===== config.mk =====
export PLATFORM = sky130hd
export DESIGN_NAME = pipelined_adder
export DESIGN_NICKNAME = d
export VERILOG_FILES = /design/src/rtl/pipelined_adder_pkg.sv /design/src/rtl/adder_slice.sv /design/src/rtl/pipelined_adder.sv
export SDC_FILE = /design/constraint.sdc
export NUM_CORES = 1
export LEC_CHECK = 0
export ABC_AREA = 1
export CAP_MARGIN = 15
export CORE_MARGIN = 2
export CORE_UTILIZATION = 50
export DETAILED_ROUTE_END_ITERATION = 10
export GPL_TIMING_DRIVEN = 0
export PLACE_DENSITY = 0.8
export SETUP_SLACK_MARGIN = 0.3
export SLEW_MARGIN = 20
export SYNTH_ARGS = -nofsm -noshare
export SYNTH_HDL_FRONTEND = slang
export SYNTH_SLANG_ARGS = --single-unit

===== constraint.sdc =====
create_clock -name clk -period 2.5 [get_ports clk]
set_clock_uncertainty 0.15 [all_clocks]
set_input_delay 0.5 -clock clk [delete_from_list [all_inputs] [get_ports clk]]
set_output_delay 0.5 -clock clk [all_outputs]
set_load 0.01 [all_outputs]

===== src/rtl/pipelined_adder_pkg.sv =====
// Shared defaults and helpers for the pipelined adder: operand/slice widths
// and the stage-count function that also defines the pipeline latency.
package pipelined_adder_pkg;

    localparam int DEF_WIDTH = 32'sd16;
    localparam int DEF_CHUNK = 32'sd8;

    function automatic int calc_stages(input int width, input int chunk);
        return width / chunk;
    endfunction

endpackage


===== src/rtl/adder_slice.sv =====
// One CHUNK-bit slice of the pipelined adder: registers slice sum and carry-out,
// updating only when a valid token occupies this stage.
module adder_slice
    import pipelined_adder_pkg::*;
#(
    parameter int CHUNK = DEF_CHUNK
) (
    input  logic             clk,
    input  logic             rst_n,
    input  logic             en,
    input  logic [CHUNK-1:0] a,
    input  logic [CHUNK-1:0] b,
    input  logic             cin,
    output logic [CHUNK-1:0] sum,
    output logic             cout
);

    logic [CHUNK-1:0] sum_r;
    logic             cout_r;

    // Slice sum/carry register; bubbles leave the previous result in place.
    always_ff @(posedge clk or negedge rst_n) begin
        if (!rst_n) begin
            sum_r  <= {CHUNK{1'b0}};
            cout_r <= 1'b0;
        end else if (en) begin
            {cout_r, sum_r} <= {1'b0, a} + {1'b0, b} + {{CHUNK{1'b0}}, cin};
        end else begin
            sum_r  <= sum_r;
            cout_r <= cout_r;
        end
    end

    assign sum  = sum_r;
    assign cout = cout_r;

endmodule


===== src/rtl/pipelined_adder.sv =====
// Pipelined unsigned adder c = a + b: the carry ripples one CHUNK-bit slice per
// clock, with a valid bit, operand residues and finished low sums moving alongside.
module pipelined_adder
    import pipelined_adder_pkg::*;
#(
    parameter int WIDTH = DEF_WIDTH,
    parameter int CHUNK = DEF_CHUNK
) (
    input  logic             clk,
    input  logic             rst_n,
    input  logic             in_valid,
    input  logic [WIDTH-1:0] a,
    input  logic [WIDTH-1:0] b,
    output logic             out_valid,
    output logic [WIDTH:0]   c
);

    localparam int STAGES = calc_stages(WIDTH, CHUNK);

    if ((WIDTH < 1) || (CHUNK < 1) || ((WIDTH % CHUNK) != 0)) begin : g_param_err
        $error("pipelined_adder: WIDTH must be a positive multiple of CHUNK");
    end

    // valid_r[k] marks that stage k's registers hold a live token.
    logic [STAGES-1:0] valid_r;

    // Valid shift register; bubbles travel through as zeros.
    always_ff @(posedge clk or negedge rst_n) begin
        if (!rst_n) begin
            valid_r <= {STAGES{1'b0}};
        end else begin
            valid_r[0] <= in_valid;
            for (int i = 1; i < STAGES; i++) begin
                valid_r[i] <= valid_r[i-1];
            end
        end
    end

    for (genvar k = 0; k < STAGES; k++) begin : g_stage
        localparam int IN_W = WIDTH - k * CHUNK;

        logic                   en_s;
        logic [IN_W-1:0]        src_a_s;
        logic [IN_W-1:0]        src_b_s;
        logic                   cin_s;
        logic [CHUNK-1:0]       sum_s;
        logic                   cout_s;
        logic [(k+1)*CHUNK-1:0] acc_s;

        if (k == 0) begin : g_head
            assign en_s    = in_valid;
            assign src_a_s = a;
            assign src_b_s = b;
            assign cin_s   = 1'b0;
            assign acc_s   = sum_s;
        end else begin : g_tail
            logic [k*CHUNK-1:0] low_r;

            assign en_s    = valid_r[k-1];
            assign src_a_s = g_stage[k-1].g_res.res_a_r;
            assign src_b_s = g_stage[k-1].g_res.res_b_r;
            assign cin_s   = g_stage[k-1].cout_s;
            assign acc_s   = {sum_s, low_r};

            // Already-finished lower slices of the sum, delayed with their token.
            always_ff @(posedge clk or negedge rst_n) begin
                if (!rst_n) begin
                    low_r <= {(k*CHUNK){1'b0}};
                end else if (en_s) begin
                    low_r <= g_stage[k-1].acc_s;
                end else begin
                    low_r <= low_r;
                end
            end
        end

        adder_slice #(
            .CHUNK (CHUNK)
        ) u_slice (
            .clk   (clk),
            .rst_n (rst_n),
            .en    (en_s),
            .a     (src_a_s[CHUNK-1:0]),
            .b     (src_b_s[CHUNK-1:0]),
            .cin   (cin_s),
            .sum   (sum_s),
            .cout  (cout_s)
        );

        if (k < STAGES - 1) begin : g_res
            logic [IN_W-CHUNK-1:0] res_a_r;
            logic [IN_W-CHUNK-1:0] res_b_r;

            // Operand slices not yet consumed, carried to the next stage.
            always_ff @(posedge clk or negedge rst_n) begin
                if (!rst_n) begin
                    res_a_r <= {(IN_W-CHUNK){1'b0}};
                    res_b_r <= {(IN_W-CHUNK){1'b0}};
                end else if (en_s) begin
                    res_a_r <= src_a_s[IN_W-1:CHUNK];
                    res_b_r <= src_b_s[IN_W-1:CHUNK];
                end else begin
                    res_a_r <= res_a_r;
                    res_b_r <= res_b_r;
                end
            end
        end
    end

    // The last stage's registers already form the complete, held result.
    assign out_valid = valid_r[STAGES-1];
    assign c         = {g_stage[STAGES-1].cout_s, g_stage[STAGES-1].acc_s};

endmodule


==> impl_metrics.json, run 1 <==
{
  "numCtsBuffers": 5,
  "start_kind": "input port",
  "power.leakage_nw": 1.61,
  "tns_ns": 0,
  "placed_area_um2": 2950,
  "setup-violations-final": 0,
  "synthXorXnorAreaFrac_pct": 0,
  "initial_core_util_pct": 52.7,
  "final_cells": 408,
  "vias": 2017,
  "tightest_slew_ns": 0.565,
  "crit_family": "adder cells",
  "drcViolationCount": 0,
  "synth_top_family_by_area": "simple AND/OR/NAND/NOR gates",
  "synth_compound_area_share_pct": 5.02,
  "hold_viol": 0,
  "crit_chain": "clkdlybuf4s50_1 -> ha_1 -> fa_1 -> nand2_1 -> nand3_1 -> nand3_2 -> nand2_1 -> nand2_1 -> nand3_1 -> nand2_1",
  "fin_hold_ws_ns": 0.0439,
  "synthAdderAreaFrac_pct": 10.6,
  "worstPathMaxFanout": 3,
  "cts_tree": "built",
  "die_w_um": 72.5,
  "netlist_area_um2": 2340,
  "grt_pass1_vias": 1962,
  "wl_mm": 4.71,
  "syn2layout_area_growth_pct": 30.3,
  "rows": 24,
  "grt-ovfl-total": 0,
  "cts_sinks": 44,
  "fin_nets": 408,
  "synthesis.instances": 295,
  "slew_violations": 0,
  "drt_iter0_markers": 155,
  "cpMostUsedCell": "nand2_1",
  "antennaDiodeCount": 0,
  "yosys.area.top_type": "dfrtp_1",
  "synth.distinct_cells": 19,
  "synth.top_cell.area_share_pct": 47.0,
  "grt_max_degree": 25,
  "total_power_w": 0.00187,
  "slew_headroom_pct": 62.3,
  "synth-seq-cells": 44,
  "ios": 53,
  "slowest_stage": "clkdlybuf4s50_1",
  "final_antenna_net_count": 0,
  "final_common_cell": "nand2_1",
  "synth_mux_area_share_pct": 0,
  "first_pass_iters": 4,
  "root_buffer": "clkbuf_8",
  "grt_usage_pct": 20.7,
  "hp-class": "input port to asynchronous set/reset pin",
  "ys_warn_count": 0,
  "cp_num_buf_inv": 1,
  "clk_latency_ns": 0.29,
  "vias_per_cell": 4.94,
  "fin_crit_sh_pct": 81.7,
  "clock_path_buffers": 2,
  "powerDensity_nw_per_um2": 613,
  "die_y_um": 72.5,
  "cts_hold_buffers": 0,
  "avgSynthCellArea_um2": 7.94,
  "cap_violations": 0,
  "gp_congestion": 0.803,
  "antenna_found_initial": 0,
  "end_kind": "register",
  "status": "complete, no violations",
  "clk_pin_slew_ns": 0.08,
  "fin_area_um2": 3050,
  "drive_above_1_share_pct": 7.30,
  "fmax_mhz": 490,
  "dp_hpwl_mm": 3.74,
  "crit_path_max_incr_delay_ns": 0.40,
  "most-common-layout-cells": "nand2_1, clkdlybuf4s50_1, dfrtp_1",
  "dp_cells": 400,
  "synthTopCellsByArea": "dfrtp_1, nand2_1, ha_1",
  "yosys.area_share.simple_pct": 30.8,
  "criticalPathCategory": "input port to register",
  "period_needed_ns": 2.04,
  "num-fill-cells": 376,
  "rsz0062_at_grt": "false",
  "htree_levels": 2,
  "die_area_um2": 5250,
  "required_ns": 2.58,
  "grt_pass1_wl_mm": 8.47,
  "arrival_ns": 2.13,
  "yosysSeqAreaShare_pct": 47.0,
  "ir_worst_vdd_mv": 0.287,
  "core-area_um2": 4440,
  "io_buffers": 52,
  "syn-num-nets": 348,
  "routedWlPerCell_um": 11.5
}
-- cell type report --
cell class / count / area, um2 / share of cell area, %
inverters: 26 / 97.6 / 3.20
well taps: 52 / 65.1 / 2.13
clock inverters: 1 / 7.51 / 0.246
multi-input cells: 216 / 1090 / 35.8
clock buffers: 7 / 86.3 / 2.83
repair buffers: 53 / 543 / 17.8
flip-flops and latches: 44 / 1100 / 36.1
plain buffers: 9 / 58.8 / 1.93
-- metal layers --
metal  share of wire [%]  vias up  track usage (%)  routed length (um)
li1                    -     1042                -                   -
met1                  47      929             27.3                2220
met2                  49       38             34.4                2290
met3                 2.4        8             3.33                 113
met4                 1.8        0             7.82                  87
met5                   0        -                0                   0
-- power breakdown --
group,total [W],leakage (nW),internal (W),switching (W)
registers,0.000872,0.534,0.000811,0.0000608
clock network,0.000457,0.0445,0.000224,0.000232
logic,0.000544,1.03,0.000277,0.000267
-- cell usage after synthesis --
library cell / instances
nand2_1: 146
dfrtp_1: 44
inv_1: 22
nand3_1: 22
ha_1: 15
a21oi_1: 8
nor2_1: 8
buf_2: 5
o21ai_1: 4
buf_4: 3
fa_1: 3
a211oi_1: 2
a21oi_4: 2
clkinv_1: 2
inv_2: 2
nand3b_1: 2
o21ai_0: 2
or2_4: 2
buf_6: 1
-- state kept, by name, summed over array words and instances (netlist names) --
signal / count
g_stage.u_slice.cout: 2
g_stage.u_slice.sum: 16
valid_r: 2
g_stage.g_res.res_b_r: 8
g_stage.g_tail.low_r: 8
g_stage.g_res.res_a_r: 8
-- worst reg2reg max path: stages, from the launching register on --
cell and delay [ns]:
dfrtp_1 0.42, fa_2 0.41, fa_1 0.39, nand2_1 0.11
nand3_1 0.12, nand3_1 0.12, nand2_1 0.07, nand2_1 0.06
nand3_1 0.07, nand2_1 0.06
-- timing repair --
action                                  in CTS  in global routing
resized for setup                            0                  2
setup buffers                                0                  0
endpoints found under the setup margin       0                  2
-- stage by stage --
stage | setup WS (ns) | utilization (%)
after detailed placement | 0.183 | 66.4
after global placement | -0.305 | 65.9
after global routing | 0.296 | 68.7
after floorplan | 0.573 | -
final | 0.457 | 68.7
after CTS | 0.426 | 68.5
-- path summary, 6_finish.rpt --
path,startpoint,endpoint,slack (ns),cells past startpoint
worst max-delay path,a[0],g_stage[0].u_slice.sum[6],0.46,10
worst min-delay path,rst_n,g_stage[0].u_slice.sum[1],0.04,1
worst max register to register,g_stage[0].u_slice.cout,g_stage[1].u_slice.sum[6],0.47,9
worst min register to register,valid_r[0],valid_r[1],0.25,0
max in group asynchronous,rst_n,g_stage[0].u_slice.sum[7],1.66,2
min in group clk,valid_r[0],valid_r[1],0.25,0
-- cells by family after synthesis --
group,Yosys count
fa+ha+maj,18
flops,44
compound gates,18
simple gates,180
buf+inv,35
Power figures use the tool's default switching activity.
==> run 2: changes to the inputs <==
Settings changed: CORE_UTILIZATION 50 to 45, PLACE_DENSITY 0.8 to 0.76.
Clock period 2.5 ns to 1.7 ns, I/O delays scaled along.
==> run 2 against run 1 <==
The flow now finishes with violations (negative setup slack); via count up 8.6%; combinational power up 86%; die area grew 10%; utilization shrank 0.89 points; first-iteration DRC count fell by 27%; worst setup slack worse by 0.70 ns; critical path type is now register to register.
==> impl_metrics.json, run 2 (synthesis gave the netlist of run 1 again) <==
{
  "grt_pass1_wl_mm": 9.19,
  "hp-class": "input port to register",
  "pre_cts_ws_ns": -0.447,
  "seqCellArea_um2": 1100,
  "fin_nets": 432,
  "htree_levels": 2,
  "arrival_ns": 2.04,
  "die_area_um2": 5800,
  "power.leakage_nw": 1.79,
  "antennaDiodeCount": 0,
  "required_ns": 1.80,
  "vias": 2191,
  "vias_per_cell": 4.87,
  "fin_crit_sh_pct": 114,
  "drt_iter0_markers": 113,
  "seqPwrFrac_pct": 43.1,
  "wl_mm": 5.70,
  "end_kind": "register",
  "dp_hpwl_mm": 3.82,
  "pwr-share-comb_pct": 33.9,
  "antenna_found_initial": 0,
  "multi_input_area_um2": 1360,
  "status": "complete, but fails checks",
  "io_buffers": 52,
  "root_buffer": "clkbuf_8",
  "setup-violations-final": 7,
  "num-fill-cells": 433,
  "period_needed_ns": 1.94,
  "swShare_pct": 31.9,
  "grt_max_degree": 27,
  "worstPathMaxFanout": 3,
  "cap_violations": 0,
  "syn2layout_area_growth_pct": 46.8,
  "violations": "negative setup slack",
  "final_antenna_net_count": 0,
  "slew_violations": 0,
  "intPower_w": 0.00202,
  "cts_tree": "built",
  "clock_path_buffers": 2,
  "numCtsBuffers": 5,
  "tightest_slew_ns": 0.435,
  "switchingPower_w": 0.000950,
  "initial_core_util_pct": 46.2,
  "clk_pin_slew_ns": 0.08,
  "criticalPathCategory": "register to register",
  "final_util_pct": 67.8,
  "final_common_cell": "nand2_1",
  "routedWlPerCell_um": 12.7,
  "clk_latency_ns": 0.30,
  "cts_sinks": 44,
  "total_power_w": 0.00297,
  "start_kind": "register",
  "largest_reg_flops": 16,
  "fmax_mhz": 516,
  "drive_above_1_share_pct": 29.5,
  "grt_usage_pct": 19.8,
  "whs_path_depth": 4,
  "ios": 53,
  "grt-ovfl-total": 0,
  "rows": 26,
  "rr_worst_depth": 9,
  "core-area_um2": 5070,
  "drcViolationCount": 0,
  "die_w_um": 76.2,
  "die_y_um": 76.2,
  "rsz0062_at_grt": "true",
  "slew_headroom_pct": 71.0,
  "powerDensity_nw_per_um2": 864,
  "gp_congestion": 0.765,
  "hold_viol": 0,
  "first_pass_iters": 4,
  "p_clk_share_pct": 23.0,
  "fin_ws_ns": -0.238,
  "ir_worst_vdd_mv": 0.475,
  "most-common-layout-cells": "nand2_1, dfrtp_1, buf_4",
  "grt_pass1_vias": 2053
}
-- run 2: cell types whose count changed in the layout (fill, tap and decap cells not counted), sizes merged --
cell,before,now
dlygate4sd2,0,1
buf,11,53
dlygate4sd3,0,1
clkdlybuf4s15,0,9
clkbuf,7,10
clkdlybuf4s50,51,19
-- run 2: per-stage QoR --
stage | TNS, ns | std cells | hold slack (ns) | cell area [um2]
after global placement | -44.67 | 417 | 0.231 | 3040
after detailed placement | -2.65 | 418 | 0.154 | 3050
after CTS | -0.589 | 440 | 0.192 | 3250
after global routing | -1.60 | 450 | 0.200 | 3440
final | -1.07 | 450 | 0.198 | 3440
after floorplan | -0.258 | 295 | -0.106 | 2430
-- run 2: cell type report --
cell class / count / share of cell area [%]
multi-input cells: 216 / 39.4
repair buffers: 77 / 18.4
clock buffers: 7 / 2.51
clock inverters: 1 / 0.218
flip-flops and latches: 44 / 32.0
inverters: 26 / 2.84
well taps: 70 / 2.55
plain buffers: 9 / 2.07
-- run 2: per-layer routing --
metal  up-vias  GRT usage (%)  routed length (um)
li1       1089              -                   -
met1      1024           24.3                2350
met2        64           34.0                2870
met3        14           4.62                 302
met4         0           7.64                 177
met5         -              0                   0
-- run 2: power by group through the flow --
stage | Clock (W) | Combinational, W | Sequential (W)
after floorplan | 0 | 0.000435 | 0.00132
after global placement | 0 | 0.000809 | 0.00130
after detailed placement | 0 | 0.000833 | 0.00131
after CTS | 0.000697 | 0.000886 | 0.00128
after global routing | 0.000747 | 0.00112 | 0.00130
final | 0.000684 | 0.00101 | 0.00128
-- run 2: worst max-delay path, cell delays in order, from the launching register on --
cell and delay, ns:
dfrtp_1 0.41, fa_2 0.43, fa_2 0.40, nand2_4 0.09, nand3_4 0.08, nand3_2 0.08, nand2_2 0.05, nand2_1 0.06
nand3_1 0.08, nand2_1 0.06
-- run 2: worst paths after layout --
kind	startpoint	end	slack, ns
worst max-delay path	g_stage[0].u_slice.cout	g_stage[1].u_slice.sum[6]	-0.24
worst min-delay path	a[0]	g_stage[0].u_slice.sum[0]	0.20
worst max register to register	g_stage[0].u_slice.cout	g_stage[1].u_slice.sum[6]	-0.24
worst min register to register	valid_r[0]	valid_r[1]	0.26
max in group asynchronous	rst_n	g_stage[0].u_slice.sum[3]	0.55
min in group asynchronous	rst_n	g_stage[1].u_slice.sum[7]	0.35
-- run 2: repair_timing --
item	4_1_cts	5_1_grt
setup buffers	13	10
gates resized for setup	109	43
pin swaps	13	26
hold buffers	1	0
setup endpoints to repair	34	34
hold endpoints to repair	18	0
==> run 3: changes to the inputs <==
Settings changed: CTS_CLUSTER_DIAMETER set to 60, MAX_ROUTING_LAYER set to met4.
==> run 3 against run 2 <==
Largest power group unchanged; final cell count unchanged; hold slack got worse by 0.0011 ns; the run still ends with negative setup slack left; critical endpoint unchanged; fmax decreased by 0.39%; die area unchanged; global-route usage increased by 0.63 points; non-clock buffer count unchanged; clock power about the same.
==> impl_metrics.json, run 3 (synthesis gave the netlist of run 1 again) <==
{
  "die_w_um": 76.2,
  "setup-violations-final": 8,
  "status": "complete, but fails checks",
  "syn2layout_area_growth_pct": 46.8,
  "die_y_um": 76.2,
  "vias": 2180,
  "final_antenna_net_count": 0,
  "drcViolationCount": 0,
  "rsz0062_at_grt": "true",
  "worstPathMaxFanout": 3,
  "use_met3_pct": 4.62,
  "antenna_found_initial": 0,
  "power.leakage_nw": 1.79,
  "core-area_um2": 5070,
  "fmax_mhz": 514,
  "routedWlPerCell_um": 12.6,
  "drt_iter0_markers": 89,
  "rows": 26,
  "most-common-layout-cells": "nand2_1, dfrtp_1, buf_4",
  "cts_tree": "built",
  "violations": "negative setup slack",
  "clk_latency_ns": 0.30,
  "antennaDiodeCount": 0,
  "htree_levels": 2,
  "hold_viol": 0,
  "root_buffer": "clkbuf_8",
  "wl_mm": 5.69,
  "die_area_um2": 5800,
  "grt_usage_pct": 20.5,
  "hp-class": "input port to register",
  "placed_area_um2": 3050,
  "num-fill-cells": 433,
  "tns_ns": -1.11,
  "p_clk_share_pct": 23.0,
  "final_common_cell": "nand2_1",
  "criticalPathCategory": "register to register",
  "seqPwrFrac_pct": 43.1,
  "drive_above_1_share_pct": 29.5,
  "swShare_pct": 32.0,
  "grt_pass1_wl_mm": 9.21,
  "fin_ws_ns": -0.245,
  "grt_max_degree": 27,
  "vias_per_cell": 4.84,
  "final_util_pct": 67.8,
  "clk_pin_slew_ns": 0.08,
  "tightest_slew_ns": 0.434,
  "io_buffers": 52,
  "fin_area_um2": 3440,
  "grt_busiest_layer": "met2",
  "cts_sinks": 44,
  "slew_violations": 0,
  "cap_violations": 0,
  "seqCellArea_um2": 1100,
  "pwr-share-comb_pct": 33.9,
  "initial_core_util_pct": 46.2,
  "fin_crit_sh_pct": 114,
  "ir_worst_vdd_mv": 0.481,
  "fin_nets": 432,
  "slew_headroom_pct": 71.0,
  "ios": 53,
  "total_power_w": 0.00298,
  "numCtsBuffers": 5,
  "grt_use_met1_pct": 24.5,
  "required_ns": 1.80,
  "switchingPower_w": 0.000952,
  "powerDensity_nw_per_um2": 865,
  "first_pass_iters": 4,
  "largest_reg_flops": 16,
  "intPower_w": 0.00202,
  "end_kind": "register",
  "gp_congestion": 0.775,
  "clock_path_buffers": 2,
  "grt-ovfl-total": 0,
  "multi_input_area_um2": 1360,
  "met2_usage_pct": 34.0,
  "dp_hpwl_mm": 3.82,
  "grt_pass1_vias": 2048,
  "period_needed_ns": 1.95,
  "start_kind": "register",
  "arrival_ns": 2.04
}
[run 3: worst paths after layout]
check	slack [ns]	cells after the start	startpoint	to
worst max-delay path	-0.25	9	g_stage[0].u_slice.cout	g_stage[1].u_slice.sum[6]
worst min-delay path	0.20	4	a[0]	g_stage[0].u_slice.sum[0]
worst max register to register	-0.25	9	g_stage[0].u_slice.cout	g_stage[1].u_slice.sum[6]
worst min register to register	0.26	0	valid_r[0]	valid_r[1]
max in group asynchronous	0.56	3	rst_n	g_stage[0].u_slice.sum[3]
min in group asynchronous	0.35	2	rst_n	g_stage[1].u_slice.sum[7]
[run 3: power by group through the flow]
stage | Combinational (W) | Clock (W) | Sequential [W]
floorplan | 0.000435 | 0 | 0.00132
global placement | 0.000809 | 0 | 0.00130
detailed placement | 0.000833 | 0 | 0.00131
CTS | 0.000886 | 0.000697 | 0.00128
global route | 0.00112 | 0.000747 | 0.00130
finish | 0.00101 | 0.000686 | 0.00128
[run 3: metal layers]
layer  share of wire [%]  vias to the layer above
met3                 4.7                       10
met4                 2.6                        0
met1                  42                     1014
li1                    -                     1093
met5                   0                        -
met2                  51                       63
[run 3: repair_timing]
item	in CTS	in global routing
cloned	0	0
setup endpoints to repair	34	34
setup buffers	13	10
hold buffers	1	0
pin swaps	13	26
endpoints found under the hold margin	18	0
resized for setup	109	43
[run 3: cell type report]
type,count,share of cell area [%]
multi-input combinational,216,39.4
tap,70,2.55
clock buffer,7,2.51
timing repair buffer,77,18.4
clock inverter,1,0.218
buffer,9,2.07
inverter,26,2.84
sequential,44,32.0
[run 3: critical path, cell delays in order, from the launching register on]
cell     delay, ns
dfrtp_1       0.41
fa_2          0.43
fa_2          0.40
nand2_4       0.09
nand3_4       0.08
nand3_2       0.08
nand2_2       0.05
nand2_1       0.06
nand3_1       0.08
nand2_1       0.06
[run 3: metrics by stage]
stage	hold slack, ns	setup WS [ns]	cells
3_3_place_gp	0.231	-0.966	417
4_1_cts	0.192	-0.213	440
2_1_floorplan	-0.106	-0.105	295
3_5_place_dp	0.154	-0.447	418
6_report	0.197	-0.245	450
5_1_grt	0.200	-0.315	450
